===== src/rtl/rom_load_sequencer.sv =====
// rom_load_sequencer: turns the hps_io ioctl byte stream into four ROM region
// write ports, checks the downloaded length and sequences the ckong core reset.
module rom_load_sequencer #(
    parameter logic [16:0] B1          = 17'h06000,
    parameter logic [16:0] B2          = 17'h08000,
    parameter logic [16:0] B3          = 17'h0C000,
    parameter logic [16:0] TOTAL       = 17'h10100,
    parameter logic [15:0] HOLD_CYCLES = 16'd1024
) (
    input  logic        clk_sys,
    input  logic        reset_n,
    input  logic        ioctl_download,
    input  logic        ioctl_wr,
    input  logic [24:0] ioctl_addr,
    input  logic [7:0]  ioctl_dout,
    input  logic        rst_req,
    output logic [3:0]  rgn_wr,
    output logic [16:0] rgn_addr,
    output logic [7:0]  rgn_data,
    output logic        core_reset,
    output logic        load_ok,
    output logic        load_err
);

    // A hold length of zero still gives one cycle of reset.
    localparam logic [15:0] HOLD_LAST = (HOLD_CYCLES == 16'd0) ? 16'd0 : HOLD_CYCLES - 16'd1;

    typedef enum logic [2:0] {S_IDLE, S_LOAD, S_CHECK, S_HOLD, S_RUN, S_ERR} state_t;

    state_t      state;
    logic        dl_q;
    logic [17:0] byte_cnt;
    logic [15:0] hold_cnt;
    logic        ovf;

    logic [16:0] a;
    logic        in_range;
    logic        dl_start;
    logic [3:0]  dec_wr;
    logic [16:0] dec_off;

    assign a        = ioctl_addr[16:0];
    assign in_range = (ioctl_addr[24:17] == 8'd0) && (a < TOTAL);
    assign dl_start = ioctl_download & ~dl_q;

    // Region decode: one-hot select plus offset from the region base.
    always_comb begin
        dec_wr  = 4'b0000;
        dec_off = 17'd0;
        if (a < B1) begin
            dec_wr  = 4'b0001;
            dec_off = a;
        end else if (a < B2) begin
            dec_wr  = 4'b0010;
            dec_off = a - B1;
        end else if (a < B3) begin
            dec_wr  = 4'b0100;
            dec_off = a - B2;
        end else begin
            dec_wr  = 4'b1000;
            dec_off = a - B3;
        end
    end

    // Sequencer FSM with registered region port and reset/status outputs.
    // dl_q resets high so a download already in progress across reset_n is
    // not picked up until ioctl_download is seen rising again.
    always_ff @(posedge clk_sys or negedge reset_n) begin
        if (!reset_n) begin
            state      <= S_IDLE;
            dl_q       <= 1'b1;
            byte_cnt   <= '0;
            hold_cnt   <= '0;
            ovf        <= 1'b0;
            rgn_wr     <= '0;
            rgn_addr   <= '0;
            rgn_data   <= '0;
            core_reset <= 1'b1;
            load_ok    <= 1'b0;
            load_err   <= 1'b0;
        end else begin
            dl_q   <= ioctl_download;
            rgn_wr <= 4'b0000;
            // A new download start wins over everything outside an active load.
            if (dl_start && state != S_LOAD && state != S_CHECK) begin
                state      <= S_LOAD;
                byte_cnt   <= '0;
                ovf        <= 1'b0;
                load_ok    <= 1'b0;
                load_err   <= 1'b0;
                core_reset <= 1'b1;
            end else begin
                case (state)
                    S_IDLE: core_reset <= 1'b1;
                    S_LOAD: begin
                        // A strobe on the same cycle as the download fall still counts.
                        if (ioctl_wr) begin
                            if (in_range) begin
                                rgn_wr   <= dec_wr;
                                rgn_addr <= dec_off;
                                rgn_data <= ioctl_dout;
                                if (byte_cnt != '1)
                                    byte_cnt <= byte_cnt + 18'd1;
                            end else begin
                                ovf <= 1'b1;
                            end
                        end
                        if (!ioctl_download)
                            state <= S_CHECK;
                    end
                    S_CHECK: begin
                        if (byte_cnt == {1'b0, TOTAL} && !ovf) begin
                            load_ok  <= 1'b1;
                            hold_cnt <= '0;
                            state    <= S_HOLD;
                        end else begin
                            load_err <= 1'b1;
                            state    <= S_ERR;
                        end
                    end
                    S_HOLD: begin
                        if (rst_req) begin
                            hold_cnt <= '0;
                        end else if (hold_cnt == HOLD_LAST) begin
                            state      <= S_RUN;
                            core_reset <= 1'b0;
                        end else begin
                            hold_cnt <= hold_cnt + 16'd1;
                        end
                    end
                    S_RUN: begin
                        if (rst_req) begin
                            state      <= S_HOLD;
                            hold_cnt   <= '0;
                            core_reset <= 1'b1;
                        end
                    end
                    S_ERR:   core_reset <= 1'b1;
                    default: state <= S_IDLE;
                endcase
            end
        end
    end

endmodule

===== config.mk =====
export PLATFORM = sky130hd
export DESIGN_NAME = rom_load_sequencer
export DESIGN_NICKNAME = d
export VERILOG_FILES = /design/src/rtl/rom_load_sequencer.sv
export SDC_FILE = /design/constraint.sdc
export NUM_CORES = 1
export LEC_CHECK = 0
export BUFFER_PORTS_ARGS = -buffer_cell sky130_fd_sc_hd__buf_2
export CAP_MARGIN = 5
export CORE_UTILIZATION = 55
export DETAILED_ROUTE_END_ITERATION = 7
export PLACE_DENSITY = 0.79
export SETUP_SLACK_MARGIN = 0.3
export SYNTH_ARGS = -nofsm -noshare
export SYNTH_HDL_FRONTEND = slang
export SYNTH_SLANG_ARGS = --single-unit

===== constraint.sdc =====
create_clock -name clk_sys -period 3.4 [get_ports clk_sys]
set_input_delay 0.51 -clock clk_sys [delete_from_list [all_inputs] [get_ports clk_sys]]
set_output_delay 0.51 -clock clk_sys [all_outputs]
set_load 0.01 [all_outputs]

[Yosys cells after proc, flatten, opt, wreduce, memory -nomap -nowiden]
Cells that the tools add are included.
Storage, ports and cells
  register bits after elaboration: 71
  output and inout bits: 32
Cells by class
  add/sub/neg operators: 5
  order comparisons: 4
  equal/unequal tests: 20
  multiplexer cells: 42
  bitwise operators: 3
  reductions and logical operators: 24
Operator list (number)
  2-to-1 mux 18 bit: 5
  2-to-1 mux 16 bit: 4
  2-to-1 mux 17 bit: 3
  one-hot mux 16 bit (3 select lines): 1
  less-than comparator 17 x 16 -> 1 bit, second input constant: 2
  subtractor 17 x 16 -> 17 bit, second input constant: 2
  2-to-1 mux 4 bit: 7
  adder 18 x 1 -> 18 bit, second input constant: 1
  == test 18 x 17 -> 1 bit, second input constant: 1
  2-to-1 mux 3 bit: 6
  inequality test 18 bit, second input constant: 1
  less-than comparator 17 x 15 -> 1 bit, second input constant: 1
  less-than comparator 17 bit, second input constant: 1
  subtractor 17 x 15 -> 17 bit, second input constant: 1
  adder 16 x 1 -> 16 bit, second input constant: 1
  == test 16 x 10 -> 1 bit, second input constant: 1
  inequality test 3 bit, second input constant: 5
  one-hot mux 3 bit (5 select lines): 1
  2-to-1 mux 1 bit: 14
  AND reduction 4 bit: 3
  nonzero test 2 bit: 6
  AND reduction 5 bit: 2
  logical NOT 8 bit: 1
  == test 3 x 2 -> 1 bit, second input constant: 2
  17 further kinds: 26

[Longest topological paths before layout]
Gate-level depths: netlist of the first run.
  depth after elaboration: 8
  depth in mapped cells: 9

[Worst setup path after synthesis of the first run]
No wires, ideal clock.
  path kind: input to register
  start: input ioctl_addr[12]
  end: register byte_cnt[17]
  library setup time: 0.129 ns
  arrival time: 2.132 ns
  path slack: 1.139 ns
  cell stages on the path: 7
  path buffers: 2
  cells stage by stage: or4_4 o41ai_4 o211ai_4 buf_6 buf_2 o211ai_1 o31ai_1
Between the ends
  longest elaborated chain between the ends: 4
RTL lines
  from (decl): RTL line 14  | input logic [24:0] ioctl_addr,
  less-than comparator 17 bit: RTL line 43  | assign in_range = (ioctl_addr[24:17] == 8'd0) && (a < TOTAL);
  logical AND 1 bit: RTL line 43
  nonzero test 2 bit (no source line)
  AND reduction 4 bit (no source line)
  to (signal assigned): RTL line 103  | byte_cnt <= byte_cnt + 18'd1;
  to (decl): RTL line 32  | logic [17:0] byte_cnt;
No other way between the ends.
A chain may end at the register's enable or synchronous reset.

[Final worst setup path of the first run]
  start: register hold_cnt[13]
  end: register hold_cnt[0]
Between the ends
  longest elaborated chain between the ends: 3
RTL lines
  from (decl): RTL line 33  | logic [15:0] hold_cnt;
  from (signal assigned): RTL line 128  | hold_cnt <= hold_cnt + 16'd1;
  == test 16 x 10 -> 1 bit: RTL line 124  | end else if (hold_cnt == HOLD_LAST) begin
  inequality test 3 bit (no source line)
  AND reduction 5 bit (no source line)
No other way between the ends.

==> run metrics, run 1 <==
core area=6490 sq um; Primary FF master, synth=dfrtp_1; final core utilization=0.673; multi-input combinational cell area=1850 sq um; DR iter-0 viols=approximately 250; Final min period=2.49 ns; initial antenna violation count=0; CP endpoint kind=flop; failing checks=design-rule violations; Worst path max stage delay=0.71 ns; Yosys reg bits=71; # IOs=70; post-synth cell types=54; DR DRC count=2; Synthesized Nets=470; IO Port Bufs=69; Clk Latency, worst-skew pair=roughly 0.34 ns; H-tree levels=3; CTS Buffer Depth=2; Pwr Density=approximately 490 nW/um^2; Worst-Margin Slew=0.824 ns; Slew HR=0.447; clock sinks=71; Final GP Congestion=roughly 0.82; Die ar.=7190 sq um; final hold vios=0; Placed Area=around 4200 sq um; cell family with most CP delay=simple AND/OR/NAND/NOR gates; CP required=around 3.6 ns; Hold Crit Class=in2async; adder-cell share of the synthesized area=0.0299; register-to-register path setup slack=0.91 ns; CP dominant cell by count=or4_1; first-pass GRT wire length=14300 microns; Hold Buf Count CTS=0; FFs w/ async S/R, synth=1.00; Reg area=roughly 1800 sq um; vias in the first global route=3157; layout cells sized above 1=0.214; peak supply drop=0.337 mV; final WL=~8300 microns; wire per inst=14.6 microns; Critical Path Fanout Max=11; clk root buf=clkbuf_8; Post-layout nets=532; post-DR vias/cell=5.93; Synth Area in Compound Gates=0.166; period utilization=0.733; Post-Syn Area per Cell=8.91 sq um; crit path kind=reg2reg; Cell Rows=29; HPWL after DPL=5730 microns; mapped cell area=3770 sq um; register area share after synthesis=0.472; Final TNS setup=0 ns; Layout Skew=0.00734 ns; Post-Syn Instances=423; Max Cap Viol=0; Post-CTS Setup Bufs=0; Power Total=2.15 mW; P_leak=2.16 nW; post-route ant nets=0; Die W=84.8 microns; final-report setup violation count=0; simple-gate portion of the synthesized area=0.279; Arr. time, crit path=roughly 2.7 ns; largest family of logic cells by synthesized area=simple AND/OR/NAND/NOR gates; fmax=0.401 GHz; type of origin of the critical path=flop; status=finished, violations left; largest net degree at the start of global routing=32; Slowest-stage cell, CP=or4_1; antenna diode count=0; CP Buf/Inv Count=0; 1st-pass router iterations=7; gr usage total=0.249; area grow syn2layout=16.0%; CTS tree=done; GRT overflow=0; multiplexer area fraction after synthesis=0.0116; Synth Warn #=0; die height=84.8 microns; Layout Cell Area excl Fill=4370 sq um; PostCTS Resize Cnt=0; Layout fillers=536; total CTS buffers=9; RSZ-0062 raised after global routing=no; post-synthesis xor/xnor area fraction=0.00465; initial cell density of the core=0.580; Clock Pin Slew Worst Setup and Hold Paths=0.08 ns; worst path cell trace=or4_1 -> or4_1 -> nor2_1 -> or3_1 -> mux2_2; Max Slew Vio Count=0; total number of vias=3363; Post-synth EDFFs=0
==> registers in the layout, indices dropped and copies added, names as in the netlist <==
signal and count:
byte_cnt 18, core_reset 1, dl_q 1, hold_cnt 16, load_err 1, load_ok 1
ovf 1, rgn_addr 17, rgn_data 8, rgn_wr 4, state 3
==> power by group <==
part	switching [mW]	internal (mW)	leakage, nW
Sequential	0.0916	0.897	0.975
Combinational	0.235	0.173	1.08
Clock	0.340	0.414	0.102
Total	0.666	1.48	2.16
==> through the flow <==
stage / worst slack [ns] / hold slack [ns] / cells
finish: 0.906 / 0.204 / 567
CTS: 0.928 / 0.222 / 567
global route: 0.765 / 0.273 / 567
detailed placement: 0.768 / 0.451 / 551
global placement: 0.797 / 0.446 / 551
floorplan: 1.14 / 0.214 / 423
==> synth_stat cells (3+ instances only) <==
library cell	count	area, sq um
mux2_2	3	33.8
buf_2	6	30.0
clkbuf_1	17	63.8
nor3_1	15	75.1
o31ai_1	11	82.6
a21o_1	4	30.0
ha_1	9	113
nor3b_1	4	30.0
nor4_1	5	31.3
a31oi_1	4	25.0
a211o_1	5	43.8
nand2_1	90	338
inv_1	7	26.3
nand2b_1	4	25.0
or3_1	15	93.8
or4_1	4	30.0
o21ai_0	25	125
nor2_1	21	78.8
a21oi_1	22	110
o21a_1	4	30.0
dfrtp_1	69	1730
and4_1	3	26.3
o32ai_1	3	26.3
nand3_1	21	105
and3_1	10	62.6
nand4_1	6	37.5
==> cell type report <==
type | count | share of cell area
Tap cell | 77 | 0.0220
Clock inverter | 7 | 0.0220
Timing Repair Buffer | 76 | 0.0910
Inverter | 7 | 0.00601
Multi-Input combinational cell | 320 | 0.424
Sequential cell | 71 | 0.407
Clock buffer | 9 | 0.0283
==> metal layers <==
layer,global-route usage,up-vias,wire length (microns)
li1,-,1639,-
met1,0.342,1606,3920
met2,0.392,109,3770
met3,0.0452,9,475
met4,0.102,0,119
met5,0,-,0
==> final timing paths <==
kind	startpoint	depth (start not counted)	to
max	hold_cnt[13]$_DFFE_PN0P_	5	hold_cnt[0]$_DFFE_PN0P_
min	reset_n	1	byte_cnt[5]$_DFFE_PN0P_
max reg2reg	hold_cnt[13]$_DFFE_PN0P_	5	hold_cnt[0]$_DFFE_PN0P_
min reg2reg	rgn_data[5]$_DFFE_PN0P_	2	rgn_data[5]$_DFFE_PN0P_
max in group asynchronous	reset_n	2	rgn_data[2]$_DFFE_PN0P_
min in group clk_sys	ioctl_download	1	dl_q$_DFF_PN1_
==> cells by family (layout without fill, tap and decap cells) <==
logic type | count (synthesis) | in the layout
adder cells (fa/ha/maj) | 9 | 9
multiplexers | 4 | 4
XOR/XNOR | 2 | 2
flip-flops | 71 | 71
AO/OA/AOI/OAI | 93 | 93
AND/OR/NAND/NOR | 212 | 212
buffers and inverters | 32 | 99
==> cells in the final DEF (no fill, tap or decap), drive strengths merged, types with 2 or more instances in the layout <==
master and n:
nand2 91, buf 76, dfrtp 69, o21ai 27
a21oi 22, nor2 21, nand3 21, nor3 15
or3 15, o31ai 11, and3 11, ha 9
clkbuf 9, inv 8, nand4 6, nor4 5
a211o 5, or4 5, nor3b 4, nand2b 4
a21o 4, o21a 4, a31oi 4, and4 3
mux2 3, o32ai 3, clkinvlp 3, or3b 2
nor2b 2, xnor2 2, or4b 2, o31a 2
o22a 2, bufinv 2, dfstp 2, o41ai 2
o211ai 2
Note: power is estimated with default switching activity, not from simulation.
==> run 2, diff against run 1 <==
==> constraint.sdc (replaced) <==
create_clock -name clk_sys -period 2.3 [get_ports clk_sys]
set_input_delay 0.345 -clock clk_sys [delete_from_list [all_inputs] [get_ports clk_sys]]
set_output_delay 0.345 -clock clk_sys [all_outputs]
set_load 0.01 [all_outputs]
==> run 2 against run 1 <==
  * The run ends with design-rule violations, negative hold slack left
  * Final cell count increased by 9.3%
  * Register-to-register slack got worse by 0.73 ns
  * Critical path depth unchanged
  * Worst hold slack got worse by 0.22 ns
  * Setup slack got worse by 0.73 ns
  * Via count increased by 14%
  * Maximum frequency increased by 17%
  * Clock power increased by 35%
  * Clock-buffer cell count unchanged
  * Cell area increased by 16%
  * Largest cell class unchanged
  * Highest routed layer unchanged
==> run metrics, run 2 (synthesis results as in run 1) <==
vias in the first global route=3514 (+11%); final-report setup violation count=0 (unchanged); first-pass GRT wire length=16100 microns (+13%); clock sinks=71 (unchanged); Cell Rows=29 (unchanged); period utilization=0.925 (+0.191); status=finished, violations left; largest net degree at the start of global routing=72 (+130%); hold slack=-0.0155 ns (-0.220 ns); Layout fillers=421 (-21%); layout cells sized above 1=0.383 (+0.169); total CTS buffers=9 (unchanged); Final GP Congestion=0.859 (+4.7%); gr usage total=0.283 (+0.0339); area grow syn2layout=35.0%; CP required=2.54 ns (-1.09 ns); post-route ant nets=0 (unchanged); largest registers=byte_cnt (18), rgn_addr (17), hold_cnt (16); P_leak=2.47 nW (+14%); post-DR vias/cell=6.18 (+4.2%); failing checks=design-rule violations, negative hold slack; final hold vios=6 (+6); crit path kind=reg2reg; # IOs=70 (unchanged); commonest non-fill, non-tap cells in the layout=nand2_1 (90), buf_2 (70), dfrtp_1 (64); Max Cap Viol=0 (unchanged); final WL=10700 microns (+30%); core area=6490 sq um (unchanged); Power Total=3.32 mW (+54%); Arr. time, crit path=2.37 ns (-0.35 ns); antenna diode count=0 (unchanged); die height=84.8 microns (unchanged); most common cell after layout, fill and taps aside=nand2_1; 1st-pass router iterations=7 (unchanged); Clk Latency, worst-skew pair=0.36 ns (+0.02 ns); Biggest register=byte_cnt; Final min period=2.13 ns (-0.367 ns); Layout Skew=0.00899 ns (+0.00165 ns); peak supply drop=0.454 mV (+35%); wire per inst=17.3 microns (+19%); total number of vias=3832 (+14%); Clock Pin Slew Worst Setup and Hold Paths=0.08 ns (about the same); HPWL after DPL=6050 microns (+5.7%); final core utilization=0.783 (+0.110); max reg flops=18 (unchanged); H-tree levels=3 (unchanged); Hold Crit Class=in2async; RSZ-0062 raised after global routing=yes; Final TNS setup=0 ns (unchanged); IO Port Bufs=69 (unchanged); DR iter-0 viols=679 (+170%); CTS tree=done; Critical Path Fanout Max=3 (-8); CTS Buffer Depth=2 (unchanged); Max Slew Vio Count=0 (unchanged); Pwr Density=653 nW/um^2 (+33%); Die W=84.8 microns (unchanged); fmax=0.470 GHz (+17%); initial cell density of the core=0.580 (unchanged); GRT overflow=0 (unchanged); Die ar.=7190 sq um (unchanged); DR DRC count=2 (unchanged); CP endpoint kind=flop; Post-layout nets=585 (+10%); type of origin of the critical path=flop; Worst-Margin Slew=0.688 ns (-0.135 ns); clk root buf=clkbuf_8; Slew HR=0.536 (+0.0897); initial antenna violation count=0 (unchanged)
## run 2: changes by cell type in the layout (fill, tap and decap cells not counted), sizes merged
cell      delta
clkinvlp     -2
o211ai       +3
clkinv       +3
buf         +50
bufinv       -1
## run 2: report_power, final
group,leakage (nW),total [mW],internal (mW),switching (mW)
Clock,0.100,1.02,0.511,0.511
Combinational,1.40,0.884,0.401,0.482
Sequential,0.967,1.42,1.33,0.0864
Total,2.47,3.32,2.24,1.08
## run 2: final timing paths
kind / startpoint / to / slack [ns] / cells after the start
max in group asynchronous: reset_n / core_reset$_DFFE_PN1P_ / 1.97 / 2
worst max-delay path: hold_cnt[11]$_DFFE_PN0P_ / hold_cnt[0]$_DFFE_PN0P_ / 0.17 / 5
worst max register to register: hold_cnt[11]$_DFFE_PN0P_ / hold_cnt[0]$_DFFE_PN0P_ / 0.17 / 5
worst min-delay path: reset_n / byte_cnt[17]$_DFFE_PN0P_ / -0.02 / 2
worst min register to register: rgn_data[3]$_DFFE_PN0P_ / rgn_data[3]$_DFFE_PN0P_ / 0.47 / 2
min in group clk_sys: ioctl_download / dl_q$_DFF_PN1_ / 0.12 / 1
## run 2: critical path: stages, from the launching register on
cell and delay [ns]:
dfrtp_1 0.41, or4_4 0.53, or4_4 0.55, nor2_4 0.11, or3_4 0.14, mux2_4 0.28
## run 2: through the flow
stage / setup WS, ns / instance area [sq um] / instances
floorplan: 0.231 / 3810 / 423
global placement: 0.0772 / 4320 / 566
detailed placement: -0.0322 / 4320 / 566
CTS: 0.202 / 4760 / 602
global route: 0.148 / 5090 / 620
finish: 0.173 / 5090 / 620
## run 2: area by class of cell
| cell class | instances | area, sq um | area share |
|---|---|---|---|
| Tap cell | 77 | 96.3 | 0.0189 |
| Sequential cell | 71 | 1790 | 0.351 |
| Multi-Input combinational cell | 323 | 2160 | 0.424 |
| Clock inverter | 7 | 81.3 | 0.0160 |
| Timing Repair Buffer | 126 | 818 | 0.161 |
| Inverter | 7 | 26.3 | 0.00516 |
| Clock buffer | 9 | 124 | 0.0243 |
## run 2: repair_timing
item	in CTS	in global routing
hold buffers	0	0
setup buffers	18	17
gates cloned	2	1
gates resized for setup	20	49
endpoints found under the setup margin	37	34
pin swaps	19	21
## run 2: routing by layer
| metal | share of wire | track usage | up-vias | routed length [microns] |
|---|---|---|---|---|
| met5 | 0 | 0 | - | 0 |
| met4 | 0.034 | 0.116 | 0 | 361 |
| met3 | 0.082 | 0.0580 | 44 | 876 |
| met2 | 0.48 | 0.471 | 209 | 5170 |
| met1 | 0.40 | 0.362 | 1813 | 4330 |
| li1 | - | - | 1766 | - |
